## config.mk

```make
export PLATFORM = sky130hd
export DESIGN_NAME = sobel_out_streamer
export DESIGN_NICKNAME = d
export VERILOG_FILES = /design/src/rtl/sobel_out_streamer_pkg.sv /design/src/rtl/sobel_skid_fifo.sv /design/src/rtl/sobel_out_streamer.sv
export SDC_FILE = /design/constraint.sdc
export NUM_CORES = 1
export LEC_CHECK = 0
export ABC_AREA = 1
export CAP_MARGIN = 0
export CORE_MARGIN = 5
export CORE_UTILIZATION = 48
export CTS_CLUSTER_DIAMETER = 40
export DETAILED_ROUTE_END_ITERATION = 12
export PLACE_DENSITY = 0.75
export SLEW_MARGIN = 20
export SYNTH_ARGS = -nofsm -noshare
export SYNTH_HDL_FRONTEND = slang
export SYNTH_SLANG_ARGS = --single-unit
```

## constraint.sdc

```tcl
create_clock -name clk_i -period 2.2 [get_ports clk_i]
set_input_delay 0.33 -clock clk_i [delete_from_list [all_inputs] [get_ports clk_i]]
set_output_delay 0.33 -clock clk_i [all_outputs]
set_load 0.01 [all_outputs]
```

## src/rtl/sobel_out_streamer_pkg.sv

```systemverilog
// Shared constants and types for the Sobel output readback streamer.
// Image geometry, memory widths and the streamer state encoding.
package sobel_out_streamer_pkg;

  localparam int DATA_WIDTH        = 8;
  localparam int ADDR_WIDTH        = 8;
  localparam int IMAGE_ROW_SIZE    = 16;
  localparam int IMAGE_COLUMN_SIZE = 16;
  localparam int PIXEL_COUNT       = IMAGE_ROW_SIZE * IMAGE_COLUMN_SIZE;

  typedef enum logic [1:0] {
    ST_IDLE  = 2'd0,
    ST_READ  = 2'd1,
    ST_DRAIN = 2'd2
  } streamer_state_e;

endpackage

```

## src/rtl/sobel_skid_fifo.sv

```systemverilog
// Two-entry FIFO holding pixel data plus a last-beat tag.
// Ports: clk_i, rst_i (sync, active-high), push_i/push_data_i/push_last_i,
//        pop_i, data_o/last_o (head entry), count_o (occupancy 0..2).
module sobel_skid_fifo #(
  parameter int DATA_WIDTH = sobel_out_streamer_pkg::DATA_WIDTH
) (
  input  logic                  clk_i,
  input  logic                  rst_i,
  input  logic                  push_i,
  input  logic [DATA_WIDTH-1:0] push_data_i,
  input  logic                  push_last_i,
  input  logic                  pop_i,
  output logic [DATA_WIDTH-1:0] data_o,
  output logic                  last_o,
  output logic [1:0]            count_o
);

  logic [DATA_WIDTH-1:0] data_q [2];
  logic [1:0]            last_q;
  logic                  wr_q;
  logic                  rd_q;
  logic [1:0]            count_q;

  always_ff @(posedge clk_i) begin
    if (rst_i) begin
      data_q[0] <= '0;
      data_q[1] <= '0;
      last_q    <= '0;
      wr_q      <= 1'b0;
      rd_q      <= 1'b0;
      count_q   <= '0;
    end else begin
      if (push_i) begin
        data_q[wr_q] <= push_data_i;
        last_q[wr_q] <= push_last_i;
        wr_q         <= ~wr_q;
      end
      if (pop_i) begin
        rd_q <= ~rd_q;
      end
      count_q <= count_q + {1'b0, push_i} - {1'b0, pop_i};
    end
  end

  assign data_o  = data_q[rd_q];
  assign last_o  = last_q[rd_q];
  assign count_o = count_q;

endmodule

```

## src/rtl/sobel_out_streamer.sv

```systemverilog
// Reads the output image memory in address order and streams it out.
// Ports: clk_i, rst_i, start_i; mem_addr_o/mem_sel_o/mem_data_i to memory;
//        m_data_o/m_valid_o/m_ready_i/m_last_o stream; busy_o, done_o.
module sobel_out_streamer #(
  parameter int DATA_WIDTH  = sobel_out_streamer_pkg::DATA_WIDTH,
  parameter int ADDR_WIDTH  = sobel_out_streamer_pkg::ADDR_WIDTH,
  parameter int PIXEL_COUNT = sobel_out_streamer_pkg::PIXEL_COUNT
) (
  input  logic                  clk_i,
  input  logic                  rst_i,
  input  logic                  start_i,
  output logic [ADDR_WIDTH-1:0] mem_addr_o,
  output logic                  mem_sel_o,
  input  logic [DATA_WIDTH-1:0] mem_data_i,
  output logic [DATA_WIDTH-1:0] m_data_o,
  output logic                  m_valid_o,
  input  logic                  m_ready_i,
  output logic                  m_last_o,
  output logic                  busy_o,
  output logic                  done_o
);

  import sobel_out_streamer_pkg::*;

  localparam int CW = ADDR_WIDTH + 1;
  localparam logic [CW-1:0] LAST_IDX = CW'(PIXEL_COUNT - 1);

  streamer_state_e state_q;
  logic [CW-1:0]   addr_q;
  logic [CW-1:0]   beat_q;
  logic            inflight_q;
  logic            done_q;

  logic            pop;
  logic            push;
  logic            issue;
  logic [2:0]      occ;
  logic [1:0]      fifo_count;
  logic            head_last;

  assign pop  = m_valid_o & m_ready_i;
  assign push = inflight_q;

  // Occupancy after this edge: buffered + in flight - leaving.
  // Capping it at 2 keeps the 2-entry FIFO from ever overflowing.
  assign occ   = 3'(fifo_count) + 3'(inflight_q) - 3'(pop);
  assign issue = (state_q == ST_READ) && (occ < 3'd2);

  always_ff @(posedge clk_i) begin
    if (rst_i) begin
      state_q    <= ST_IDLE;
      addr_q     <= '0;
      beat_q     <= '0;
      inflight_q <= 1'b0;
      done_q     <= 1'b0;
    end else begin
      done_q     <= 1'b0;
      inflight_q <= issue;
      if (issue) begin
        addr_q <= addr_q + 1'b1;
      end
      if (push) begin
        beat_q <= beat_q + 1'b1;
      end
      unique case (state_q)
        ST_IDLE: begin
          if (start_i) begin
            state_q <= ST_READ;
            addr_q  <= '0;
            beat_q  <= '0;
          end
        end
        ST_READ: begin
          if (issue && (addr_q == LAST_IDX)) begin
            state_q <= ST_DRAIN;
          end
        end
        ST_DRAIN: begin
          if (pop && head_last) begin
            state_q <= ST_IDLE;
            done_q  <= 1'b1;
          end
        end
        default: state_q <= ST_IDLE;
      endcase
    end
  end

  sobel_skid_fifo #(
    .DATA_WIDTH (DATA_WIDTH)
  ) u_fifo (
    .clk_i       (clk_i),
    .rst_i       (rst_i),
    .push_i      (push),
    .push_data_i (mem_data_i),
    .push_last_i (beat_q == LAST_IDX),
    .pop_i       (pop),
    .data_o      (m_data_o),
    .last_o      (head_last),
    .count_o     (fifo_count)
  );

  assign m_valid_o  = (fifo_count != 2'd0);
  assign m_last_o   = head_last;
  assign mem_addr_o = addr_q[ADDR_WIDTH-1:0];
  assign busy_o     = (state_q != ST_IDLE);
  assign mem_sel_o  = busy_o;
  assign done_o     = done_q;

endmodule
```

* After elaboration in Yosys (flattened, before gate mapping)
Memories as Yosys holds them, arrays and structs flattened. A register that Yosys moved wholly into a read port is not among the register bits.
Cells that the tools add are included.
** Storage, ports and cells
- Register bits :: 28
- RAM bits :: 16
- Input port bits :: 12
- Output and inout bits :: 21
- Logic and storage cells :: 67
- Memories :: 1
** Operators by class
- Add/subtract/negate cells :: 6
- Order comparisons :: 4
- Equality and inequality tests :: 7
- Multiplexer cells :: 26
- Bitwise gates (word level) :: 4
- Reductions and logical operators :: 10
** Memory list
- u_fifo.data_q :: depth 2, bits a word 8, rd ports 1, clocked after Yosys merged registers in 1, wr ports 2, line sobel_skid_fifo.sv:18 : logic [DATA_WIDTH-1:0] data_q [2];
** Operator list (count)
- 9-bit two-way mux :: 6
- 9-bit by 1-bit adder with 9-bit output, second input constant :: 2
- 9-bit by 8-bit == test with 1-bit output, second input constant :: 2
- 1-bit two-way mux :: 13
- 8-bit two-way mux :: 1
- 8-bit OR reduction :: 1
- 2-bit two-way mux :: 3
- 2-bit case mux with 3 select lines :: 1
- 1-bit logical AND :: 4
- 1-bit by 2-bit < comparator with 1-bit output, second input constant :: 2
- 2-bit != test, second input constant :: 2
- 2-bit nonzero test :: 2
- 2-bit by 1-bit adder with 3-bit output :: 1
- 3-bit by 2-bit < comparator with 1-bit output, second input constant :: 1
- 1-bit NOT :: 3
- 3-bit AND reduction :: 1
- 3-bit by 1-bit subtractor with 3-bit output :: 1
- 2-bit by 1-bit adder with 2-bit output :: 1
- 2-bit bitwise mux :: 1
- 2-bit by 1-bit == test with 1-bit output, second input constant :: 1
- 2-bit == test, second input constant :: 1
- 2-bit zero test :: 1
- 2-bit by 1-bit != test with 1-bit output, second input constant :: 1
- 2-bit OR reduction :: 1
- other kinds (4) :: 4

* Logic depth before layout (Yosys ltp)
Gate-level depths: netlist of run 1.
- Depth after elaboration :: 8
- Depth in mapped cells :: 14
- Depth with buffers taken out :: 13

* Hierarchy
Synthesis of run 1 repeated with hierarchy kept, for this count alone.
** Second synthesis, totals
- Cells, all modules :: 259
- Area, all modules :: 2150.8 um^2
** Modules (own cells, without submodules)
- sobel_out_streamer :: times used 1, cells an instance 167, area each 1177.4 um^2, seq. area each 440.4 um^2
- sobel_skid_fifo :: times used 1, cells an instance 92, area each 973.4 um^2, seq. area each 620.6 um^2

* Least setup slack after synthesis of run 1
No wires, ideal clock.
- Path type :: register to register
- From :: reg u_fifo.count_q[1] (netlist: u_fifo.count_o[1])
- To :: reg addr_q[5]
- Library setup time :: 115 ps
- Arrival time :: 2120 ps
- Data required time :: 2085 ps
- Setup slack :: -35 ps
- Stages on the path, launching flop included :: 13
- Path buffers :: 1
- Period minus slack after synthesis :: 2235 ps
- Cell sequence :: dfxtp_1 > o21a_1 > ha_1 > inv_1 > ha_1 > inv_1 > fa_1 > nand3_1 > nor2_4 > buf_6 > nand3_1 > nand2_1 > nor2_1
** Between the ends
- Cells in the longest elaborated chain, start to end :: 8
- Elaborated cells on any way between the ends :: 9
- Classes of those cells :: add/sub: 2; order compare: 1; mux: 3; bitwise: 1; reduce/logical: 2
** RTL lines
- from (decl) :: line sobel_skid_fifo.sv:22 : logic [1:0] count_q;
- from (signal assigned) :: line sobel_skid_fifo.sv:41 : count_q <= count_q + {1'b0, push_i} - {1'b0, pop_i};
- 2-bit nonzero test * :: line sobel_out_streamer.sv:103 : assign m_valid_o = (fifo_count != 2'd0);
- 1-bit bitwise AND * :: line sobel_out_streamer.sv:41 : assign pop = m_valid_o & m_ready_i;
- named net pop :: line sobel_out_streamer.sv:34 : logic pop;
- 3-bit by 1-bit subtractor with 3-bit output * :: line sobel_out_streamer.sv:46 : assign occ = 3'(fifo_count) + 3'(inflight_q) - 3'(pop);
- 3-bit by 2-bit < comparator with 1-bit output * :: line sobel_out_streamer.sv:47 : assign issue = (state_q == ST_READ) && (occ < 3'd2);
- 1-bit logical AND * :: line sobel_out_streamer.sv:47
- 9-bit two-way mux * :: line sobel_out_streamer.sv:59 : if (issue) begin
- 9-bit two-way mux :: line sobel_out_streamer.sv:67 : if (start_i) begin
- 9-bit two-way mux * :: line sobel_out_streamer.sv:65 : unique case (state_q)
- to (signal assigned) :: line sobel_out_streamer.sv:60 : addr_q <= addr_q + 1'b1;
- to (decl) :: line sobel_out_streamer.sv:29 : logic [CW-1:0] addr_q;
The timed path passes the listed nets; every way through them passes the cells marked *.
A chain may end at the register's enable or synchronous reset.

* Worst setup path after layout of run 1
- From :: reg u_fifo.count_q[1] (netlist: u_fifo.count_o[1])
- To :: reg addr_q[6]
The elaborated chain is that of the path after synthesis.

==> impl_results.md, run 1 <==
* Initial antenna violation count at 0
* WP depth at 12
* Max Cap Viol at 0
* Final Routed Wirelength at 4.09 mm
* Cell variety after synth at 28
* Status: complete, but fails checks
* IO Count at 33
* Worst-path clk slew at roughly 80 ps
* Number of global-route vias before repair at 1676
* # placed instances at between 300 and 400
* Slowest stage delay, CP at 580 ps
* Wire per inst at 12.3 µm
* Power density cells at 911 nW/µm²
* Via density at between 4 and 5
* R2R depth at 12
* Area growth syn-to-layout at 25.5%
* Slowest CP cell: fa_1
* Pin count of the biggest net entering global routing at 15
* Sequential area share after synthesis at between 50% and 60%
* Final Skew at 6.63 ps
* Drt pass-1 iters at 4
* Nets at roughly 300
* Setup Viol. Count Final at 11
* Arr. time, crit path at about 2500 ps
* Antenna cells at 0
* Count of flip-flops with a built-in enable after synthesis at 16
* Hold Fails Final Rpt at 0
* Final setup margin at -142 ps
* Die area at ~5800 µm²
* Predominant post-synthesis flop cell: dfxtp_1
* Clk sinks at 45
* CTS buffer count at 5
* Peak VDD IR at around 510 µV
* Minimum clock period at roughly 2300 ps
* Failing checks: negative setup slack
* Synthesized area per cell at roughly 8.6 µm²
* Layout cells sized above 1 at 16.4%
* Cells after Synth at 245
* Worst Tran Pin Value at approximately 440 ps
* Initial core utilization at roughly half
* GRT Overall Usage at 14.5%
* WS Path Type: reg2reg
* ANT nets after route at 0
* CP cell instances: o21a_1 > ha_1 > inv_1 > ha_2 > inv_2 > fa_1 > nand3_2 > nor2_4 > buf_6 > nand2_1 > nand2_1 > a21oi_2
* Synth Warn # at 0
* Synthesis-stage register bit count at 45
* Crit path capture type: register
* Hold path depth at 2
* Final instance area at 2640 µm²
* Max-slew headroom at the worst pin at a little over two thirds
* Startpoint types: register
* Routability Congestion at between 0.7 and 0.8
* CP delay by family, top: adder cells
* Max Slew Vio Count at 0
* H-tree levels at 2
* RSZ-0062 raised after global routing: true
* FMAX at between 0.4 and 0.5 GHz
* Syn_nets at roughly 260
* Total grt overflow at 0
* CTS tree: yes
* Worst Hold Class: reg2reg
* CTS root buffer: clkbuf_8
* DRC Markers at 0
* Clock Latency Late Sink at about 290 ps
* I/O Buffers at 32
* DIE WIDTH at between 70 and 80 µm
* Final worst-path cycle share at 106%
* Required time worst endpoint at ~2400 ps
* HPWL after DPL at between 2 and 3 mm
* Initial DRC count at 49
* CP max FO at 7
* First-pass GRT wire length at 7.05 mm
* Core Area at ~4300 µm²
* Fill count at roughly 370
* Dpl cell area at ~2400 µm²
* Post-synth ARST share at 0%
* Die height at ~76 µm
* Most frequent CP cell: nand2_1
* Row cnt at 24
* Detailed-route via count at roughly 1600
* Final std cells w/o fill at 333
* Buf/Inv on CP at 3
* Buffer depth of the longest clock path at 2
* Pleak at 1.02 nW
* Hold-fix buffers, CTS at 0
* Post-Syn Area at approximately 2100 µm²
## power breakdown
group          switching [mW]  internal [mW]
Clock                   0.272          0.292
Combinational           0.403          0.416
Sequential             0.0636          0.955
## layer usage
metal	global-route usage, %	wire length (µm)	vias to the layer above
met5	0	0	-
met1	16.6	1850	746
met3	5.08	172	9
li1	-	-	844
met2	25.1	2000	36
met4	5.07	69	0
## synthesized netlist by cell type, types with 3 or more instances
cell type	instances	area share, %
nand3_1	13	3.1
buf_4	10	3.6
a21oi_1	17	4.1
ha_1	6	3.6
inv_1	35	6.3
edfxtp_1	16	23
nor2_1	40	7.2
o21ai_0	5	1.2
nand2_1	42	7.5
dfxtp_1	29	28
nor4_1	3	0.89
nor3_1	4	0.95
mux2_2	8	4.3
buf_2	3	0.71
## worst min-delay path, cell delays in order (launching register included)
cell	delay, ps
dfxtp_1	310
inv_1	80
a21oi_2	50
## registers in the layout, summed over array words and instances (netlist names), named ones only
name	count
beat_q	9
u_fifo.data_q	16
done_o	1
addr_q	9
u_fifo.rd_q	1
u_fifo.last_q	2
u_fifo.count_o	2
inflight_q	1
u_fifo.wr_q	1
state_q	2
## cell usage in the layout (no fill, tap or decap), drive strengths merged, types with 3 or more instances in the layout
master         Yosys  layout
ha                 6       6
clkbuf             1       7
mux2               8       8
dfxtp             29      29
nand3             14      14
nand2             42      42
a21oi             18      18
clkdlybuf4s50      0      31
nor2              41      41
buf               14      11
edfxtp            16      16
inv               36      36
nor4               3       3
nor3               4       4
o21ai              5       5
## final timing paths
check	startpoint	to	slack (ps)
setup / recovery	u_fifo.count_o[1]	addr_q[6]	-140
hold / removal	addr_q[8]	addr_q[8]	480
setup reg to reg	u_fifo.count_o[1]	addr_q[6]	-140
hold reg to reg	addr_q[8]	addr_q[8]	480
## cell type report
| type | instances | area, µm² | area share [%] |
|---|---|---|---|
| Multi-Input combinational cell | 149 | 852 | 32.3 |
| Tap cell | 52 | 65.1 | 2.47 |
| Clock inverter | 1 | 5.00 | 0.190 |
| Sequential cell | 45 | 1060 | 40.4 |
| Clock buffer | 7 | 97.6 | 3.70 |
| Inverter | 36 | 135 | 5.13 |
| Timing Repair Buffer | 43 | 417 | 15.8 |
## per-stage QoR
stage	total power, mW	setup WS [ps]	util (%)	setup TNS [ps]	hold slack (ps)
after global routing	2.56	-265	61.4	-2660	493
after floorplan	1.46	5.80	-	0	432
final	2.40	-142	61.4	-1100	478
after CTS	2.46	-102	61.2	-824	460
after detailed placement	1.75	-409	56.9	-4290	448
after global placement	1.73	-366	56.9	-3860	446
## cell families after synthesis
| logic type | Yosys count | synth area share [%] |
|---|---|---|
| buf+inv | 51 | 11.4 |
| fa+ha+maj | 7 | 4.53 |
| flops | 45 | 50.5 |
| mux | 8 | 4.29 |
| simple gates | 106 | 21.3 |
| compound gates | 26 | 7.03 |
| xor+xnor | 2 | 0.834 |
## what timing repair did
item	4_1_cts	5_1_grt
pin swaps	0	14
gates cloned	1	0
setup buffers	5	0
gates resized for setup	7	18
setup endpoints to repair	9	12
Power figures use the tool's default switching activity.
==> run 2: changes to the inputs <==
--- a/config.mk
+++ b/config.mk
@@ -8,10 +8,10 @@
 export ABC_AREA = 1
 export CAP_MARGIN = 0
 export CORE_MARGIN = 5
-export CORE_UTILIZATION = 48
+export CORE_UTILIZATION = 55
 export CTS_CLUSTER_DIAMETER = 40
 export DETAILED_ROUTE_END_ITERATION = 12
-export PLACE_DENSITY = 0.75
+export PLACE_DENSITY = 0.81
 export SLEW_MARGIN = 20
 export SYNTH_ARGS = -nofsm -noshare
 export SYNTH_HDL_FRONTEND = slang
==> constraint.sdc (replaced) <==
create_clock -name clk_i -period 2.9 [get_ports clk_i]
set_input_delay 0.435 -clock clk_i [delete_from_list [all_inputs] [get_ports clk_i]]
set_output_delay 0.435 -clock clk_i [all_outputs]
set_load 0.01 [all_outputs]
==> run 2 against run 1 <==
Effect of this change:
- the flow now finishes without violations
- setup slack better by 410 ps
- die area decreased by 11%
- clock skew fell by 3.2 ps
- clock-buffer cell count shrank 2
- sequential share of layout area up 1.4 points
- register-to-register slack improved by 530 ps
==> impl_results.md, run 2 (synthesis results as in run 1) <==
* Status: finished clean
* Most common cell after layout, fill and taps aside: nand2_1
* RSZ-0062 raised after global routing: false
* Clock Latency Late Sink at 300 ps (about the same)
* Die area at 5150 µm² (-11%)
* Row cnt at 22 (-8.3%)
* Max-slew headroom at the worst pin at 72.5% (+2.1 points)
* Arr. time, crit path at 2830 ps (+310 ps)
* Routability Congestion at 0.815 (+4.9%)
* Placement Setup Slack at -36.4 ps (+372 ps)
* Worst-path clk slew at 80 ps (about the same)
* PostCTS Resize Cnt at 0 (-7)
* Minimum clock period at 2630 ps
* Die height at 71.8 µm (-5.7%)
* Final setup margin at 271 ps (+414 ps)
* Antenna cells at 0 (unchanged)
* Max Cap Viol at 0 (unchanged)
* Pin count of the biggest net entering global routing at 16 (+1)
* Core Area at 3690 µm² (-14%)
* Dpl cell area at 2400 µm² (-1.6%)
* Crit path capture type: register
* CP max FO at 15 (+8)
* Initial DRC count at 75 (+53%)
* Total grt overflow at 0 (unchanged)
* H-tree levels at 2 (unchanged)
* Most frequent cells in the layout: nand2_1, nor2_1, inv_1
* Worst Hold Class: reg2reg
* Drt pass-1 iters at 4 (unchanged)
* CTS buffer count at 5 (unchanged)
* Reg with most FFs: u_fifo.data_q
* Reg-to-reg slack, setup at 390 ps (+530 ps)
* Hold Fails Final Rpt at 0 (unchanged)
* Setup Viol. Count Final at 0 (-11)
* Layout cells sized above 1 at 8.76% (-7.6 points)
* Final instance area at 2540 µm² (-3.7%)
* FMAX at approximately 0.38 GHz
* IO Count at 33 (unchanged)
* Wire per inst at 12.0 µm (-1.9%)
* CTS root buffer: clkbuf_8
* # placed instances at 314 (-2.2%)
* Post-layout util at 68.8% (+7.5 points)
* Worst Tran Pin Value at 411 ps (-31.2 ps)
* Top Registers: u_fifo.data_q (16), addr_q (9), beat_q (9)
* Pleak at 0.981 nW (-4.2%)
* Initial core utilization at 56.9% (+8.0 points)
* Multi-input gate area at 798 µm² (-6.3%)
* Startpoint types: input port
* Via density at 4.99 (+1.6%)
* Largest register FFs at 16 (unchanged)
* DRC Markers at 0 (unchanged)
* First-pass GRT wire length at 6.45 mm (-8.5%)
* Hold-fix buffers, CTS at 0 (unchanged)
* Number of global-route vias before repair at 1491 (-11%)
* Final worst-path cycle share at between 90% and 100%
* HPWL after DPL at 2.79 mm (-0.31%)
* Buffer depth of the longest clock path at 2 (unchanged)
* Area growth syn-to-layout at 20.9%
* Clk sinks at 45 (unchanged)
* Detailed-route via count at 1606 (-1.8%)
* DIE WIDTH at 71.8 µm (-5.7%)
* ANT nets after route at 0 (unchanged)
* Final Skew at 3.47 ps (-3.16 ps)
* WS Path Type: in2reg
* Required time worst endpoint at 3100 ps (+720 ps)
* Peak VDD IR at 411 µV (-19%)
* GRT Overall Usage at 15.9% (+1.3 points)
* I/O Buffers at 32 (unchanged)
* Final Routed Wirelength at 3.88 mm (-5.2%)
* CTS tree: yes
* Seq. cell area at 1060 µm² (-0.24%)
* Fill count at 293 (-21%)
* Initial antenna violation count at 0 (unchanged)
* Power density cells at 716 nW/µm² (-21%)
* Final std cells w/o fill at 322 (-3.3%)
* Setup bufs post-CTS at 0 (-5)
* Max Slew Vio Count at 0 (unchanged)
* Nets at 292 (-2.3%)
[run 2: changes by cell type in the layout (fill, tap and decap cells not counted), sizes merged]
cell           before  now
buf                11    4
bufinv              0    2
clkbuf              7    5
clkdlybuf4s50      31   32
dlygate4sd2         1    0
[run 2: final timing paths]
kind / start / end / cells past startpoint
worst min-delay path: addr_q[8] / addr_q[8] / 2
worst min register to register: addr_q[8] / addr_q[8] / 2
worst max register to register: u_fifo.count_o[1] / addr_q[1] / 11
worst max-delay path: m_ready_i / addr_q[1] / 12
[run 2: report_power, final]
part,total [mW],switching [mW],internal (mW),leakage [nW]
registers,0.773,0.0512,0.722,0.401
logic,0.495,0.257,0.237,0.513
clock network,0.550,0.208,0.342,0.0681
total,1.82,0.516,1.30,0.981
[run 2: cell type report]
| type | count | area share (%) |
|---|---|---|
| clock inverter | 3 | 2.56 |
| clock buffer | 5 | 2.71 |
| sequential | 45 | 41.8 |
| multi-input combinational | 149 | 31.4 |
| inverter | 36 | 5.32 |
| tap | 48 | 2.37 |
| timing repair buffer | 36 | 13.8 |
[run 2: worst max-delay path, cell delays in order]
cell             delay, ps
clkdlybuf4s50_1        460
o21a_1                 150
ha_1                   230
inv_1                   60
ha_1                   130
inv_1                   50
fa_1                   510
nand3_1                130
nor2_4                 310
inv_1                  190
nor2_1                 120
nor2_1                  50
[run 2: per-layer routing]
| metal | routed length, µm | vias to the layer above | share of wire (%) | GRT usage (%) |
|---|---|---|---|---|
| li1 | - | 828 | - | - |
| met1 | 1720 | 746 | 44 | 19.3 |
| met3 | 186 | 4 | 4.8 | 3.65 |
| met5 | 0 | - | 0 | 0 |
| met2 | 1950 | 28 | 50 | 26.8 |
| met4 | 28 | 0 | 0.72 | 6.89 |
[run 2: stage by stage]
stage | total power, mW | TNS (ps) | hold slack (ps)
final | 1.82 | 0 | 463
after global routing | 1.91 | 0 | 493
after CTS | 1.83 | 0 | 467
after detailed placement | 1.29 | -117 | 452
after global placement | 1.27 | 0 | 450
after floorplan | 1.11 | 0 | 432
==> run 3: changes to the inputs <==
==> constraint.sdc (replaced) <==
create_clock -name clk_i -period 3.3 [get_ports clk_i]
set_input_delay 0.495 -clock clk_i [delete_from_list [all_inputs] [get_ports clk_i]]
set_output_delay 0.495 -clock clk_i [all_outputs]
set_load 0.01 [all_outputs]
==> run 3 against run 2 <==
Effect of this change:
- combinational power down 18%
- cell area shrank 1.0%
- sequential share of layout area grew 0.44 points
- die area did not move
- first-iteration DRC count grew 92%
- via count fell by 1.1%
- utilization shrank 0.71 points
- hold slack got worse by 6.7 ps
- cell count is 1.2% lower
- critical path type unchanged
- largest cell class unchanged
==> impl_results.md, run 3 (synthesis results as in run 1) <==
* Status: finished clean
* Hold Fails Final Rpt at 0 (unchanged)
* Final setup margin at 579 ps (+308 ps)
* WL met2 at 1.70 mm (-13%)
* Initial core utilization at 56.9% (unchanged)
* Most common cell after layout, fill and taps aside: nand2_1
* IO Count at 33 (unchanged)
* Number of global-route vias before repair at 1511 (+1.3%)
* Worst-path clk slew at 80 ps (about the same)
* Antenna cells at 0 (unchanged)
* Worst R2R Start: u_fifo.count_o[1]
* Slowest CP cell: fa_1
* Clock power frac at 30.9% (+0.6 points)
* Arr. time, crit path at 2900 ps (+70 ps)
* WS Path Type: in2reg
* Switching fraction of total power at 28.4% (+0.046 points)
* Fill count at 314 (+7.2%)
* Die area at 5150 µm² (unchanged)
* Max-slew headroom at the worst pin at 70.9% (-1.7 points)
* Wire per inst at 11.4 µm (-5.1%)
* Clk sinks at 45 (unchanged)
* Routability Congestion at 0.869 (+6.7%)
* Buf/Inv on CP at 4 (unchanged)
* CP cell instances: clkdlybuf4s50_1 > o21a_1 > ha_1 > inv_1 > ha_1 > inv_1 > fa_1 > nand3_1 > nor2_4 > inv_1 > nand2_1 > a21oi_1
* Drt pass-1 iters at 4 (unchanged)
* Uppermost layer routed: met4
* Switching power total at 451 µW (-13%)
* Final worst-path cycle share at roughly 80%
* Top Registers: u_fifo.data_q (16), addr_q (9), beat_q (9)
* Setup bufs post-CTS at 0 (unchanged)
* Row cnt at 22 (unchanged)
* Peak VDD IR at 311 µV (-24%)
* Layout cells sized above 1 at 7.41% (-1.4 points)
* Nets at 288 (-1.4%)
* Combinational share of power at 25.5% (-1.7 points)
* CTS buffer count at 5 (unchanged)
* Final Routed Wirelength at 3.64 mm (-6.2%)
* DIE WIDTH at 71.8 µm (unchanged)
* Worst Hold Class: reg2reg
* Initial antenna violation count at 0 (unchanged)
* Min Hold Slack at 456 ps (-6.71 ps)
* Max Slew Vio Count at 0 (unchanged)
* CTS tree: yes
* Met3 Routed Length at 229 µm (+23%)
* Final instance area at 2510 µm² (-1.0%)
* Max Cap Viol at 0 (unchanged)
* Hold path start: addr_q[8]
* Most frequent CP cell: inv_1
* CP Launch Point: m_ready_i
* Die height at 71.8 µm (unchanged)
* Slowest stage delay, CP at 500 ps (about the same)
* Clock Latency Late Sink at 290 ps (about the same)
* HPWL after DPL at 2.64 mm (-5.5%)
* FMAX at roughly 0.37 GHz
* ANT nets after route at 0 (unchanged)
* Total grt overflow at 0 (unchanged)
* Reg with most FFs: u_fifo.data_q
* Sequential power share at 43.6% (+1.1 points)
* Setup TNS at 0 ps (unchanged)
* Detailed-route via count at 1588 (-1.1%)
* Pin count of the biggest net entering global routing at 16 (unchanged)
* Initial DRC count at 144 (+92%)
* Internal power at 1.13 mW (-13%)
* First-pass GRT wire length at 6.52 mm (+1.1%)
* Area growth syn-to-layout at 19.7%
* PostCTS Resize Cnt at 0 (unchanged)
* I/O Buffers at 32 (unchanged)
* Power density cells at 630 nW/µm² (-12%)
* Required time worst endpoint at 3480 ps (+380 ps)
* Via density at 4.99 (+0.12%)
* Most frequent cells in the layout: nand2_1, nor2_1, inv_1
* Minimum clock period at 2720 ps
* H-tree levels at 2 (unchanged)
* CP max FO at 15 (unchanged)
* Setup Viol. Count Final at 0 (unchanged)
* Dpl cell area at 2370 µm² (-1.2%)
* Final Skew at 5.72 ps (+2.25 ps)
* Hold-fix buffers, CTS at 0 (unchanged)
* RSZ-0062 raised after global routing: false
* CTS root buffer: clkbuf_8
* Largest register FFs at 16 (unchanged)
* DRC Markers at 0 (unchanged)
* Metal-1 WL at 1.67 mm (-2.7%)
* Worst Tran Pin Value at 435 ps (+24.6 ps)
* Placement Setup Slack at 279 ps (+315 ps)
* Crit path capture type: register
* Startpoint types: input port
* Buffer depth of the longest clock path at 2 (unchanged)
* CP delay by family, top: adder cells
* Core Area at 3690 µm² (unchanged)
* Pleak at 0.962 nW (-1.9%)
* GRT Overall Usage at 15.8% (-0.074 points)
[run 3: changes by cell type in the layout (fill, tap and decap cells not counted), sizes merged]
cell	delta
buf	-4
inv	+1
clkinv	-1
[run 3: layout make-up]
type,count,area [µm²],share of cell area (%)
clock buffer,5,68.8,2.74
multi-input combinational,149,798,31.8
tap,48,60.1,2.39
clock inverter,3,68.8,2.74
inverter,36,135,5.38
sequential,45,1060,42.2
timing repair buffer,32,320,12.7
[run 3: per-layer routing]
metal / global-route usage, % / up-vias
li1: - / 822
met1: 20.6 / 719
met2: 25.1 / 42
met4: 5.01 / 0
met3: 4.91 / 5
met5: 0 / -
[run 3: power groups by stage]
| stage | registers (mW) | logic (mW) | clock network (mW) |
|---|---|---|---|
| after floorplan | 0.674 | 0.303 | 0 |
| after global placement | 0.701 | 0.394 | 0 |
| after detailed placement | 0.703 | 0.405 | 0 |
| after CTS | 0.692 | 0.409 | 0.497 |
| after global routing | 0.701 | 0.457 | 0.530 |
| final | 0.690 | 0.404 | 0.489 |
[run 3: per-stage QoR]
step	power, mW	utilization (%)	instances
floorplan	0.977	-	245
CTS	1.60	68.1	318
detailed placement	1.11	64.4	310
global placement	1.09	64.4	310
finish	1.58	68.1	318
global route	1.69	68.1	318
[run 3: path summary, 6_finish.rpt]
check	end	slack, ps	depth (start not counted)
max	addr_q[2]	580	12
min	addr_q[8]	460	2
max reg2reg	addr_q[2]	770	11
min reg2reg	addr_q[8]	460	2
[run 3: worst min-delay path, cell delays in order, from the launching register on]
cell	delay, ps
dfxtp_1	300
inv_1	60
a21oi_1	60
